<file path="src/rtl/exec_controller.sv">
// exec_controller: run/step/halt/breakpoint sequencing for the processor,
// issuing one-clk cpu_en advance strobes and counting executed instructions.
module exec_controller #(
   parameter int CNT_W = 16
) (
   input  logic             clk,
   input  logic             rst,
   input  logic             tick,
   input  logic             run_sw,
   input  logic             step_btn,
   input  logic             halt,
   input  logic [7:0]       pc,
   input  logic             bp_en,
   input  logic [7:0]       bp_addr,
   output logic             cpu_en,
   output logic [1:0]       state,
   output logic             bp_hit,
   output logic [CNT_W-1:0] instr_count
);
   typedef enum logic [1:0] {IDLE = 2'b00, RUN = 2'b01, STEP = 2'b10, HALTED = 2'b11} state_t;
   state_t           state_q, state_d;
   logic             step_q, first_q, first_d, cpu_en_q, cpu_en_d, bp_hit_q, bp_hit_d;
   logic [CNT_W-1:0] cnt_q, cnt_d;
   logic             step_req, t, bp_match;
   assign step_req = step_btn & ~step_q;
   // A tick landing on the clk cpu_en is high is dropped so cpu_en never fires twice in a row.
   assign t        = tick & ~cpu_en_q;
   assign bp_match = bp_en && (pc == bp_addr) && !first_q;
   always_ff @(posedge clk) begin
      if (!rst) begin
         state_q  <= IDLE;
         step_q   <= 1'b0;
         first_q  <= 1'b0;
         cpu_en_q <= 1'b0;
         bp_hit_q <= 1'b0;
         cnt_q    <= '0;
      end else begin
         state_q  <= state_d;
         step_q   <= step_btn;
         first_q  <= first_d;
         cpu_en_q <= cpu_en_d;
         bp_hit_q <= bp_hit_d;
         cnt_q    <= cnt_d;
      end
   end
   always_comb begin
      state_d = state_q;
      case (state_q)
         IDLE:    state_d = run_sw ? RUN : step_req ? STEP : IDLE;
         RUN:     state_d = !run_sw ? IDLE : !t ? RUN : halt ? HALTED : bp_match ? IDLE : RUN;
         STEP:    state_d = !t ? STEP : halt ? HALTED : IDLE;
         HALTED:  state_d = HALTED;
      endcase
   end
   always_comb begin
      cpu_en_d = t && !halt && ((state_q == RUN && run_sw && !bp_match) || state_q == STEP);
      first_d  = (state_q == IDLE && run_sw) ? 1'b1 : (state_q == RUN && t) ? 1'b0 : first_q;
      bp_hit_d = (state_q == IDLE && (run_sw || step_req)) ? 1'b0 :
                 (state_q == RUN && run_sw && t && !halt && bp_match) ? 1'b1 : bp_hit_q;
      cnt_d    = (cpu_en_d && cnt_q != '1) ? cnt_q + CNT_W'(1) : cnt_q;
   end
   assign cpu_en      = cpu_en_q;
   assign state       = state_q;
   assign bp_hit      = bp_hit_q;
   assign instr_count = cnt_q;
endmodule

</file>
<file path="config.mk">
export PLATFORM = sky130hd
export DESIGN_NAME = exec_controller
export DESIGN_NICKNAME = d
export VERILOG_FILES = /design/src/rtl/exec_controller.sv
export SDC_FILE = /design/constraint.sdc
export NUM_CORES = 1
export LEC_CHECK = 0
export ABC_AREA = 1
export ABC_CLOCK_PERIOD_IN_PS = 1800
export CORE_MARGIN = 3
export CORE_UTILIZATION = 42
export DETAILED_ROUTE_END_ITERATION = 12
export PLACE_DENSITY = 0.78
export SLEW_MARGIN = 20
export SYNTH_ARGS = -nofsm -noshare
export SYNTH_HDL_FRONTEND = slang
export SYNTH_SLANG_ARGS = --single-unit
</file>
<file path="constraint.sdc">
create_clock -name clk -period 1.8 [get_ports clk]
set_clock_uncertainty 0.1 [all_clocks]
set_input_delay 0.36 -clock clk [delete_from_list [all_inputs] [get_ports clk]]
set_output_delay 0.36 -clock clk [all_outputs]
set_load 0.005 [all_outputs]
</file>
==> impl_metrics.tcl, run 1 <==
set metrics [dict create \
    critical_path_peak_fanout 5 \
    syn_inst 219 \
    drtAntennaViolNets 0 \
    vias_per_cell 4.98 \
    vias 1600 \
    path_class "reg2out" \
    max_freq_mhz 570 \
    cpPeakStageDelay_ns 0.54 \
    met1_usage_pct 24.4 \
    grt_pass1_vias 1445 \
    grt_max_degree 19 \
    die_area_mm2 0.00420 \
    ys_warn_count 0 \
    p_int_mw 0.728 \
    synth_top_area_share_pct 30.3 \
    start_util_pct 45.7 \
    pwr-share-comb_pct 21.2 \
    drive_gt1_share_pct 20.2 \
    p_clk_share_pct 27.8 \
    cap_viol_max_count 0 \
    place_congestion 0.881 \
    final_cells 321 \
    status "completed" \
    top_usage_layer "met2" \
    clk_pin_slew_ns 0.12 \
    syn_nets 243 \
    worstRegToRegCells 9 \
    start_kind "register" \
    dp.cells 314 \
    cp.buffers_inverters 1 \
    rsz0062_at_grt "yes" \
    grt_antenna_before_repair 0 \
    cts_max_path_buffers 2 \
    r2r-end "instr_count[14]" \
    clk_latency_ns 0.31 \
    crit_slowest_cell "clkdlybuf4s50_1" \
    p_leak_nw 0.869 \
    hold_violations 0 \
    min_from "bp_hit" \
    core_mm2 0.00318 \
    clock_sinks 22 \
    ctsHtreeMaxLevel 1 \
    grt_overflow 0 \
    firstDrtPassIters 8 \
    synth_edf_count 0 \
    synthesis.area_mm2 0.00145 \
    grt_pass1_wl_mm 6.27 \
    syn_area_per_cell_um2 6.64 \
    switchingPower_mw 0.266 \
    drc 0 \
    post-route-period-util_pct 97.5 \
    path_delay_family "buffers and inverters" \
    yosysSeqAreaShare_pct 30.3 \
    cts_tree "built" \
    ys_types 27 \
    tightest_slew_ns 0.440 \
    die_h_um 64.8 \
    ys.flop_type "dfxtp_1" \
    hold_path_end "bp_hit" \
    ys_ff_latch 22 \
    yosys.area.top_type "dfxtp_1" \
    port_buffers 42 \
    postCtsHoldBufs 0 \
    cts_buffers 3 \
    required_ns 1.34 \
    diodes 0 \
    die-width_um 64.8 \
    fin_nets 302 \
    r2r_slack_ns 0.09 \
    final_common_cell "nand2_1" \
    area_growth_pct 46.2 \
    drt_iter0_drc 80 \
    setup_viol 0 \
    swShare_pct 26.8 \
    postPlaceCellArea_mm2 0.00200 \
    holdCritPathClass "reg2reg" \
    io-pin-count 43 \
    ys_top_cells_by_area "dfxtp_1 (30%), nand2_1 (17%), inv_1 (7.5%)" \
    clock-root-buffer "clkbuf_4" \
    seqPwrFrac_pct 51.0 \
    grt_use_total_pct 18.5 \
    fin_crit_ns 1.75 \
    fill_cells 293 \
    hpwl_mm 2.81 \
    wire_per_inst_um 12.6 \
    use_met2_pct 29.5 \
    num_rows 20 \
    max_slew_margin_pct 70.4 \
    ir_drop_v 0.000240 \
    holdPathStages 2 \
    wl_mm 4.04 \
    powerDensity_mw_per_mm2 467 \
    async_flop_share_pct 0 \
    grtUsageMet3_pct 4.16 \
    worstPathCellList "clkdlybuf4s50_1" \
    fin_area_mm2 0.00213 \
    cp-end-kind "output port" \
    final_max_slew_viol_count 0 \
    critPathArrivalTime_ns 1.29 \
    final_cell_mix "nand2_1 (62), clkdlybuf4s50_1 (40), inv_1 (28)" \
    timing.rr.start "instr_count[0]" \
]
-- final cells by class --
cell class	instances	area [um2]	share of cell area, %
sequential	22	453	21.3
clock buffer	4	36.3	1.71
tap	44	55.1	2.59
multi-input combinational	164	920	43.3
inverter	30	113	5.30
timing repair buffer	57	549	25.8
-- synth_stat cells (all sizes together), types with 2 or more instances --
cell type	instances
dfxtp	22
nand4	17
xor2	9
a21oi	15
nor2	29
a31oi	2
buf	3
nor3	5
clkbuf	2
nand2	66
xnor2	5
inv	29
nand3	11
-- cell families after synthesis --
| kind of cell | count (synthesis) | synth area share (%) |
|---|---|---|
| xor gates and xnor gates | 14 | 8.43 |
| adders and majority gates | 1 | 0.860 |
| and+or+nand+nor | 128 | 41.7 |
| DFF | 22 | 30.3 |
| AOI/OAI and AO/OA | 19 | 8.69 |
| buffers and inverters | 35 | 10.1 |
-- repair_timing --
item,in CTS,in global routing
buffers inserted,0,1
pin swaps,0,3
gates resized for setup,1,24
endpoints found under the setup margin,1,24
cloned,0,2
-- registers in the layout, indices dropped and copies added, names as in the netlist --
name and flops:
instr_count 16, step_q 1, cpu_en 1, first_q 1, bp_hit 1, state 2
-- worst max-delay path by stage --
stage | from | to | slack (ns) | depth (start not counted)
floorplan | instr_count[0] | instr_count[10] | 0.08 | 9
CTS | instr_count[2] | instr_count[2] | 0.02 | 1
finish | instr_count[6] | instr_count[6] | 0.05 | 1
global placement | run_sw | instr_count[0] | -0.19 | 8
detailed placement | pc[0] | instr_count[12] | -0.22 | 15
global route | tick | instr_count[12] | -0.02 | 10
-- per-layer routing --
metal	vias up	wire (um)
li1	823	-
met1	703	1780
met2	63	1910
met3	11	289
met4	0	53
met5	-	0
-- stage by stage --
stage	setup TNS [ns]	utilization [%]	power [mW]	setup slack (ns)	hold slack (ns)
floorplan	0	-	0.608	0.0838	0.343
global placement	-2.94	63.0	0.704	-0.188	0.337
global route	-0.140	66.9	1.04	-0.0233	0.384
detailed placement	-3.36	63.0	0.708	-0.224	0.341
finish	0	66.9	0.994	0.0455	0.354
CTS	0	64.1	0.982	0.0193	0.358
-- power by group through the flow --
| stage | logic (mW) | registers (mW) | clock network (mW) |
|---|---|---|---|
| 5_1_grt | 0.232 | 0.509 | 0.304 |
| 2_1_floorplan | 0.0910 | 0.517 | 0 |
| 3_3_place_gp | 0.188 | 0.516 | 0 |
| 4_1_cts | 0.194 | 0.506 | 0.283 |
| 3_5_place_dp | 0.192 | 0.517 | 0 |
| 6_report | 0.211 | 0.507 | 0.276 |
(Power assumes the default switching activity.)
==> run 2, diff against run 1 <==
Settings changed: GPL_ROUTABILITY_DRIVEN set to 0.
==> impl_metrics.tcl, run 2 (synthesis results as in run 1) <==
set metrics [dict create \
    status "completed" \
    postCtsSetupBuffers 0 \
    seq_area_um2 455 \
    grt_pass1_vias 1385 \
    path_class "reg2out" \
    cts_buffers 3 \
    hpwl_mm 2.78 \
    clock-root-buffer "clkbuf_4" \
    drtAntennaViolNets 0 \
    clk_pin_slew_ns 0.11 \
    die_h_um 64.8 \
    setup.worst_path.start "instr_count[1]" \
    drive_gt1_share_pct 18.1 \
    cap_viol_max_count 0 \
    timing.rr.start "instr_count[1]" \
    largest_reg_flops 16 \
    final_cell_mix "nand2_1 (63), clkdlybuf4s50_1 (40), inv_1 (29)" \
    p_leak_nw 0.846 \
    holdWs_ns 0.354 \
    io-pin-count 43 \
    grt_max_degree 19 \
    diodes 0 \
    power_mw 0.938 \
    start_util_pct 45.7 \
    grt_antenna_before_repair 0 \
    clk_latency_ns 0.31 \
    critical_path_peak_fanout 3 \
    grt_overflow 0 \
    max_slew_margin_pct 71.8 \
    holdCritPathClass "reg2reg" \
    final_common_cell "nand2_1" \
    final_cells 315 \
    multi_input_area_um2 910 \
    grt_pass1_wl_mm 6.02 \
    final_max_slew_viol_count 0 \
    setup_viol 0 \
    grt_use_total_pct 17.9 \
    fin_nets 297 \
    max_freq_mhz 572 \
    fill_cells 303 \
    dp.cells 311 \
    ctsHtreeMaxLevel 1 \
    worstPathCellList "buf_4 > clkdlybuf4s50_1" \
    drt_iter0_drc 48 \
    cts_max_path_buffers 2 \
    start_kind "register" \
    hold_violations 0 \
    die_area_mm2 0.00420 \
    fin_crit_ns 1.75 \
    vias 1567 \
    num_rows 20 \
    die-width_um 64.8 \
    drc 0 \
    crit_slowest_cell "clkdlybuf4s50_1" \
    required_ns 1.34 \
    area_growth_pct 43.0 \
    ir_drop_v 0.000238 \
    firstDrtPassIters 4 \
    port_buffers 42 \
    cpPeakStageDelay_ns 0.49 \
    clock_sinks 22 \
    critPathArrivalTime_ns 1.29 \
    cts_tree "built" \
    tightest_slew_ns 0.420 \
    vias_per_cell 4.97 \
    core_mm2 0.00318 \
    powerDensity_mw_per_mm2 451 \
    wire_per_inst_um 11.9 \
    min_from "bp_hit" \
    cp-end-kind "output port" \
    post-route-period-util_pct 97.1 \
    wl_mm 3.74 \
]
## run 2: worst paths after layout
check / to / slack (ns) / depth (start not counted)
worst min-delay path: bp_hit / 0.35 / 2
worst max register to register: instr_count[8] / 0.10 / 9
worst min register to register: bp_hit / 0.35 / 2
worst max-delay path: instr_count[1] / 0.05 / 2
## run 2: per-layer routing
metal | part of all wire [%] | GRT usage (%)
met1 | 47 | 24.6
met2 | 47 | 28.6
met3 | 5.2 | 2.08
met4 | 1.4 | 6.33
met5 | 0 | 0
## run 2: timing repair
action                     4_1_cts  5_1_grt
setup endpoints to repair        1       26
hold buffers                     0        0
cloned                           0        1
resized for setup                1       22
pin swaps                        0        3
## run 2: worst max-delay path: cells and delay by family (launching register included)
family | cells | cell delay, ns
flops | 1 | 0.36
buf+inv | 2 | 0.62
## run 2: where the power goes
group          switching (mW)  internal [mW]  leakage, nW
sequential            0.00861          0.497        0.184
clock                   0.149         0.0784       0.0138
combinational           0.101          0.104        0.648
## run 2: cell type report
cell class	instances	area share, %
Clock buffer	3	1.08
Inverter	30	5.42
Multi-Input combinational cell	163	43.7
Sequential cell	22	21.9
Tap cell	44	2.65
Timing Repair Buffer	53	25.2
## run 2: per-stage QoR
step           setup TNS (ns)  util, %  area (um2)  worst slack [ns]
2_1_floorplan               0        -        1450            0.0838
4_1_cts                     0     63.4        2010           0.00738
6_report                    0     65.4        2080            0.0516
5_1_grt               -0.0219     65.4        2080          -0.00719
3_3_place_gp            -2.64     62.6        1990            -0.172
3_5_place_dp            -3.13     62.6        1990            -0.221
